===== config.mk =====
export PLATFORM = sky130hd
export DESIGN_NAME = lfsr_rng_arbiter
export DESIGN_NICKNAME = d
export VERILOG_FILES = /design/src/rtl/lfsr_rng_arbiter.sv
export SDC_FILE = /design/constraint.sdc
export NUM_CORES = 1
export LEC_CHECK = 0
export ABC_AREA = 1
export CORE_MARGIN = 2
export CORE_UTILIZATION = 46
export CTS_CLUSTER_SIZE = 16
export DETAILED_ROUTE_END_ITERATION = 16
export PLACE_DENSITY = 0.72
export SLEW_MARGIN = 25
export SYNTH_ARGS = -nofsm -noshare
export SYNTH_HDL_FRONTEND = slang
export SYNTH_SLANG_ARGS = --single-unit

===== constraint.sdc =====
create_clock -name clk -period 9 [get_ports clk]
set_input_delay 2.25 -clock clk [delete_from_list [all_inputs] [get_ports clk]]
set_output_delay 2.25 -clock clk [all_outputs]
set_load 0.05 [all_outputs]

===== src/rtl/lfsr_rng_arbiter.sv =====
// lfsr_rng_arbiter
// ----------------
// Shares one 32-bit Galois LFSR among NREQ requesters using round-robin
// arbitration. The LFSR is stepped STEPS times before each word is served.
// This keeps consecutive requesters from seeing adjacent, correlated states.
// The LFSR can be reseeded at run time. It never holds the all-zero lockup
// value, because SEED is substituted whenever zero would be loaded.
//
// Optional feature macro: LFSR_RNG_FREERUN_EN
//   When defined, the LFSR also advances on every IDLE cycle, so the served
//   value depends on request timing. When undefined, the LFSR holds in IDLE
//   and every sequence is fully determined by the seed.
//
// Ports:
//   clk        rising-edge clock
//   clear      asynchronous active-high reset
//   seed_load  load seed_val into the LFSR; aborts any transaction in flight
//   seed_val   new seed (zero is replaced by SEED)
//   req        level request per requester, held until granted
//   gnt        one-hot, single-cycle grant (registered)
//   rnd        random word, valid with gnt, held until the next grant
//   rnd_valid  high exactly in the grant cycle
//   busy       high whenever the sequencer is not idle
module lfsr_rng_arbiter #(
  parameter int          NREQ  = 4,
  parameter int          STEPS = 8,
  parameter logic [31:0] SEED  = 32'hACE1_0001
) (
  input  logic            clk,
  input  logic            clear,
  input  logic            seed_load,
  input  logic [31:0]     seed_val,
  input  logic [NREQ-1:0] req,
  output logic [NREQ-1:0] gnt,
  output logic [31:0]     rnd,
  output logic            rnd_valid,
  output logic            busy
);

  localparam int          IW   = (NREQ > 1) ? $clog2(NREQ) : 1;
  localparam logic [31:0] TAPS = 32'hA010_8004;

  typedef enum logic [1:0] {IDLE, STEP, GRANT} state_t;

  state_t          state;
  logic [31:0]     lfsr;
  logic [31:0]     lfsr_step;
  logic [IW-1:0]   rr_ptr;
  logic [IW-1:0]   win_idx;
  logic [IW-1:0]   pick;
  logic [IW-1:0]   rr_next;
  logic [7:0]      cnt;

  // Any value headed for the LFSR passes through this guard.
  function automatic logic [31:0] zero_guard(input logic [31:0] v);
    return (v == 32'd0) ? SEED : v;
  endfunction

  // One Galois step: rotate left, then fold in the taps when the MSB was set.
  assign lfsr_step = {lfsr[30:0], lfsr[31]} ^ ({32{lfsr[31]}} & TAPS);

  // Round-robin search: pick the first set request at or after rr_ptr,
  // wrapping modulo NREQ.
  always_comb begin
    int  k;
    logic found;
    pick  = rr_ptr;
    found = 1'b0;
    k     = 0;
    for (int i = 0; i < NREQ; i++) begin
      k = int'(rr_ptr) + i;
      if (k >= NREQ) k = k - NREQ;
      if (!found && req[k]) begin
        found = 1'b1;
        pick  = IW'(k);
      end
    end
  end

  assign rr_next = (win_idx == IW'(NREQ - 1)) ? '0 : win_idx + 1'b1;
  assign busy    = (state != IDLE);

  // Sequencer. The grant is registered on the final STEP edge, which is the
  // edge that enters GRANT. gnt and rnd_valid are therefore high for exactly
  // the GRANT cycle, and rnd equals the LFSR value during that cycle.
  // The LFSR does not move in GRANT. seed_load overrides everything and
  // drops back to IDLE without touching rr_ptr.
  always_ff @(posedge clk or posedge clear) begin
    if (clear) begin
      state     <= IDLE;
      lfsr      <= SEED;
      rr_ptr    <= '0;
      win_idx   <= '0;
      cnt       <= '0;
      gnt       <= '0;
      rnd       <= '0;
      rnd_valid <= 1'b0;
    end else begin
      gnt       <= '0;
      rnd_valid <= 1'b0;
      if (seed_load) begin
        lfsr  <= zero_guard(seed_val);
        state <= IDLE;
      end else begin
        case (state)
          IDLE: begin
`ifdef LFSR_RNG_FREERUN_EN
            lfsr <= zero_guard(lfsr_step);
`else
            lfsr <= lfsr;
`endif
            if (|req) begin
              win_idx <= pick;
              cnt     <= 8'(STEPS);
              state   <= STEP;
            end
          end
          STEP: begin
            lfsr <= zero_guard(lfsr_step);
            cnt  <= cnt - 8'd1;
            if (cnt == 8'd1) begin
              state <= GRANT;
              // An abandoned request gets no grant and keeps rr_ptr.
              if (req[win_idx]) begin
                gnt       <= NREQ'(1) << win_idx;
                rnd       <= zero_guard(lfsr_step);
                rnd_valid <= 1'b1;
                rr_ptr    <= rr_next;
              end
            end
          end
          GRANT: begin
            state <= IDLE;
          end
          default: begin
            state <= IDLE;
          end
        endcase
      end
    end
  end

endmodule


# Word level (Yosys, flattened, before mapping)
# Index checks and enable logic that the tools add are counted.
dict set report totals {
  regBits 83
  wordCells 96
  inputBits 39
}
dict set report classes {
  n_eq_ne 6
  n_reduce_logical 17
  addsub 9
  n_mux 44
  bitwise 2
  shifts 1
  order_cmp 9
}
# operator n
set ops {}
lappend ops {{32-bit two-way mux} 8}
lappend ops {{32-bit by 4-bit less-than comparator with 1-bit output, second input constant} 4}
lappend ops {{32-bit logical NOT} 2}
lappend ops {{32-bit XOR} 1}
lappend ops {{1-bit two-way mux} 16}
lappend ops {{2-bit two-way mux} 8}
lappend ops {{4-bit two-way mux} 4}
lappend ops {{8-bit case mux with 2 select lines} 1}
lappend ops {{3-bit by 3-bit subtractor with 4-bit output, second input constant} 3}
lappend ops {{1-bit binary-select mux with 2-bit select} 5}
lappend ops {{3-bit greater-or-equal comparator, second input constant} 3}
lappend ops {{8-bit by 1-bit == test with 1-bit output, second input constant} 1}
lappend ops {{8-bit two-way mux} 1}
lappend ops {{8-bit by 1-bit subtractor with 8-bit output, second input constant} 1}
lappend ops {{2-bit by 2-bit adder with 3-bit output, second input constant} 2}
lappend ops {{3-bit != test, second input constant} 2}
lappend ops {{3-bit AND reduction} 2}
lappend ops {{2-bit nonzero test} 3}
lappend ops {{2-bit case mux with 2 select lines} 1}
lappend ops {{4-bit AND reduction} 1}
lappend ops {{4-bit OR reduction} 1}
lappend ops {{1-bit by 2-bit left shift with 4-bit output, first input constant} 1}
lappend ops {{2-bit by 3-bit subtractor with 4-bit output, second input constant} 1}
lappend ops {{2-bit by 1-bit adder with 3-bit output, second input constant} 1}
lappend ops {{other kinds (11)} 15}

# Depth between registers and ports, before layout
dict set report logic_depth {
  word_depth 15
  mapped_depth 13
  mapped_depth_nobuf 12
}

# Least setup slack after synthesis
# No wires, ideal clock.
dict set report synth_path {
  path_type {input to register}
  start {input seed_load}
  end {register rnd[21]}
  stages 9
  path_slack_ns 5.652
  path_buffers 3
  arrival_time_ns 3.230
  t_required_ns 8.882
  cell_sequence {buf_2 > nor2_1 > nand2_2 > nor2_4 > nand2_2 > buf_6 > buf_6 > nand2_1 > nand2_1}
}
dict set report synth_between {
  elab_chain_cells 2
}
# item line_no
set synth_lines {}
lappend synth_lines {{start: declaration} 31} ;# input logic seed_load,
lappend synth_lines {{1-bit NOT (no source line)} -}
lappend synth_lines {{4-bit AND reduction (no source line)} -}
lappend synth_lines {{end signal: assignment} 126} ;# rnd <= zero_guard(lfsr_step);
lappend synth_lines {{end: declaration} 35} ;# output logic [31:0] rnd,
# No other way between the ends.
# A chain may end at the register's enable or synchronous reset.

# Final worst setup path
dict set report layout_path {
  start {input seed_load}
  end {register rr_ptr[0]}
}
dict set report layout_between {
  elab_chain_cells 2
}
# item line_no
set layout_lines {}
lappend layout_lines {{1-bit NOT (no source line)} -}
lappend layout_lines {{4-bit AND reduction (no source line)} -}
lappend layout_lines {{end signal: assignment} 128} ;# rr_ptr <= rr_next;
lappend layout_lines {{end: declaration} 48} ;# logic [IW-1:0] rr_ptr;
# No other way between the ends.

==> impl_metrics.py <==
metrics = {
    "status": {
        "status": "completed",
    },
    "logic_synthesis": {
        "synth_top_cell_by_area": "dfrtp_1",
        "ys_ff_latch": 83,
        "postSynthAreaPerCell_sq_um": 8.059,
        "yosys_warnings": 0,
        "synth_top_family_by_area": "simple AND/OR/NAND/NOR gates",
        "synth_top_area_share_pct": 45.23,
        "synth-simple-area-share_pct": 26.31,
        "synth-adder-area-share_pct": 1.834,
        "synth_xor_area_share_pct": 1.284,
        "synth_mux_area_share_pct": 0,
        "synth_area_leaders": "dfrtp_1 (45%), nand2_1 (15%), inv_1 (6.1%), dfstp_2 (5.8%), o21ai_0 (4.2%)",
        "ys_types": 31,
        "synth.cell_area_sq_um": 4094,
        "yosysSeqAreaShare_pct": 51.01,
        "syn_nets": 553,
        "netlist_instances": 508,
        "synth-compound-area-share_pct": 10.67,
    },
    "drt": {
        "vias": 3610,
        "drtIter0Drc": 243,
        "wl_per_cell_um": 14.15,
        "routed_wirelength_mm": 9.805,
        "via_per_inst": 5.209,
        "drc_errors": 0,
        "drt.antenna.violating_nets": 0,
        "drt_pass1_iterations": 5,
    },
    "critical_path": {
        "critPathMaxFanout": 60,
        "cp-end-kind": "flip-flop",
        "crit_buf_inv": 2,
        "r2r-start": "state[1]",
        "reg2reg_depth": 7,
        "crit_required_ps": 9260,
        "path_delay_family": "simple AND/OR/NAND/NOR gates",
        "reg2reg_slack_ps": 6900,
        "arrival_ps": 4730,
        "path_cells": "clkdlybuf4s50_1, nor2_1, nand2_2, nor2_4, nand2_4, inv_2, nand3_1, o21ai_0",
        "r2r_end": "rr_ptr[0]",
        "cp-start-kind": "input port",
        "slowest_delay_ps": 720,
        "criticalPathCategory": "in2reg",
        "crit_path_top_delay_cell": "clkdlybuf4s50_1",
    },
    "clocking": {
        "numCtsBuffers": 9,
        "cts.sinks": 83,
        "postCtsSetupBuffers": 0,
        "cts_tree": "yes",
        "clkTransAtPathRegs_ps": 80,
        "postCtsHoldBufs": 0,
        "clock_latency_ps": 350,
        "htree_levels": 3,
        "cts.path.max_buffers": 2,
        "root_buffer": "clkbuf_8",
        "cts_resized": 0,
    },
    "timing": {
        "slew_headroom_pct": 49.73,
        "tns_ps": 0,
        "grt_setup_unrepaired": "no",
        "final_hold_viol_count": 0,
        "layout_min_cycle_time_ps": 4470,
        "fin_crit_sh_pct": 49.67,
        "final-max-slew-violation-count": 0,
        "fmax_mhz": 223.7,
        "worstMarginPinSlew_ps": 754.0,
        "fin_ws_ps": 4530,
        "setup-violations-final": 0,
        "finClkSkew_ps": 9.664,
    },
    "pwr": {
        "max-vdd-ir-drop_mv": 0.1713,
        "cellLeakagePower_nw": 2.441,
        "p_per_area_nw_per_um2": 300.2,
    },
    "grt": {
        "grt_pass1_vias": 3581,
        "grt_overflow": 0,
        "grt_pass1_wl_mm": 16.57,
        "grt_max_degree": 84,
        "grt_antenna_before_repair": 0,
        "grt_usage_pct": 21.03,
    },
    "cells_and_area": {
        "fin_util_pct": 58.95,
        "syn2layout_area_growth_pct": 24.97,
        "diodes": 0,
        "final_nets": 625,
        "drive_gt1_share_pct": 7.521,
        "layout_common_cells": "nand2_1 (166), clkdlybuf4s50_1 (76), dfrtp_1 (74)",
        "final_area_sq_um": 5116,
        "final_common_cell": "nand2_1",
        "stdcell_count": 693,
    },
    "place": {
        "placed_cell_area_sq_um": 4915,
        "port_buffers": 76,
        "placed_cells": 677,
        "dp_slack_ps": 3790,
        "place_congestion": 0.8622,
        "dp_hpwl_mm": 6.900,
    },
    "die": {
        "die_area_sq_um": 9671,
        "start_util_pct": 47.17,
        "core_region_area_sq_um": 8678,
        "die_w_um": 98.34,
        "die_h_um": 98.34,
        "ios": 77,
        "rows": 34,
    },
    "hold_path": {
        "min_path_cells": 2,
        "hold_path_end": "rnd[7]",
        "hp-class": "reg2reg",
        "worstHoldStart": "rnd[7]",
    },
    "job": {
        "cap_violations": 0,
    },
}
==> cell families after synthesis <==
family / after synthesis
adders and majority gates: 6
xor gates and xnor gates: 6
and+or+nand+nor: 253
DFF: 83
AOI/OAI and AO/OA: 71
buffers and inverters: 89
==> layout make-up <==
cell class / count / area (sq um)
clock buffers: 11 / 131.4
fillers: 790 / 3562
well taps: 108 / 135.1
multi-input cells: 336 / 1649
flip-flops and latches: 83 / 2088
repair buffers: 78 / 779.5
clock inverters: 5 / 61.31
inverters: 72 / 271.5
==> worst max-delay path by stage <==
stage | from | to | slack [ps] | cells past startpoint
after floorplan | clear | cnt[0] | 4630 | 1
after global placement | seed_load | rr_ptr[0] | 3900 | 8
after detailed placement | seed_load | rr_ptr[0] | 3790 | 8
after CTS | seed_load | rr_ptr[0] | 4150 | 8
after global routing | seed_load | rr_ptr[0] | 4250 | 8
final | seed_load | rr_ptr[0] | 4530 | 8
==> routing by layer <==
metal	up-vias	share of wire [%]	GRT usage [%]
met5	-	0	0
met4	0	2.3	8.325
met3	18	6.5	4.080
met2	119	46	32.60
met1	1708	45	29.30
li1	1765	-	-
==> registers in the layout, indices dropped and copies added, names as in the netlist <==
register and count:
win_idx 2, lfsr 32, cnt 8, rnd 32, state 2, rnd_valid 1, rr_ptr 2, gnt 4
==> per-stage QoR <==
stage	hold WS [ps]	total power, mW
2_1_floorplan	459.0	1.053
3_3_place_gp	469.4	1.259
3_5_place_dp	475.2	1.273
4_1_cts	497.3	1.543
5_1_grt	518.3	1.641
6_report	491.0	1.536
==> Yosys cell counts <==
cell and number:
nand4_1 9, buf_4 2, inv_2 3, nor2_2 5, ha_1 6, buf_2 5, clkinv_1 2, nand3b_1 1
a31oi_1 1, dfstp_2 9, a21oi_1 3, nand3_1 29, nor3_4 1, nand2_2 4, inv_1 67, xnor2_1 5
dfrtp_1 74, nor2_4 1, o221ai_1 18, or2_2 1, buf_6 2, clkbuf_2 1, o21ai_1 10, nor2_1 28
o21ai_0 34, o211ai_1 5, nand3_2 2, clkbuf_1 7, nand2_1 166, nor3_1 6, xor2_1 1
==> power breakdown <==
group	switching, mW	internal [mW]	total (mW)	leakage (nW)
clock	0.136	0.130	0.266	0.0862
combinational	0.460	0.231	0.691	1.30
sequential	0.0878	0.491	0.579	1.06
==> worst reg2reg max path, cell delays in order (launching register included) <==
cell and delay (ps):
dfrtp_1 400, nor2_1 170, nand2_2 370, nor2_4 260
nand2_4 320, inv_2 340, nand3_1 90, o21ai_0 90
No activity file was read; power rests on OpenSTA's default activity.
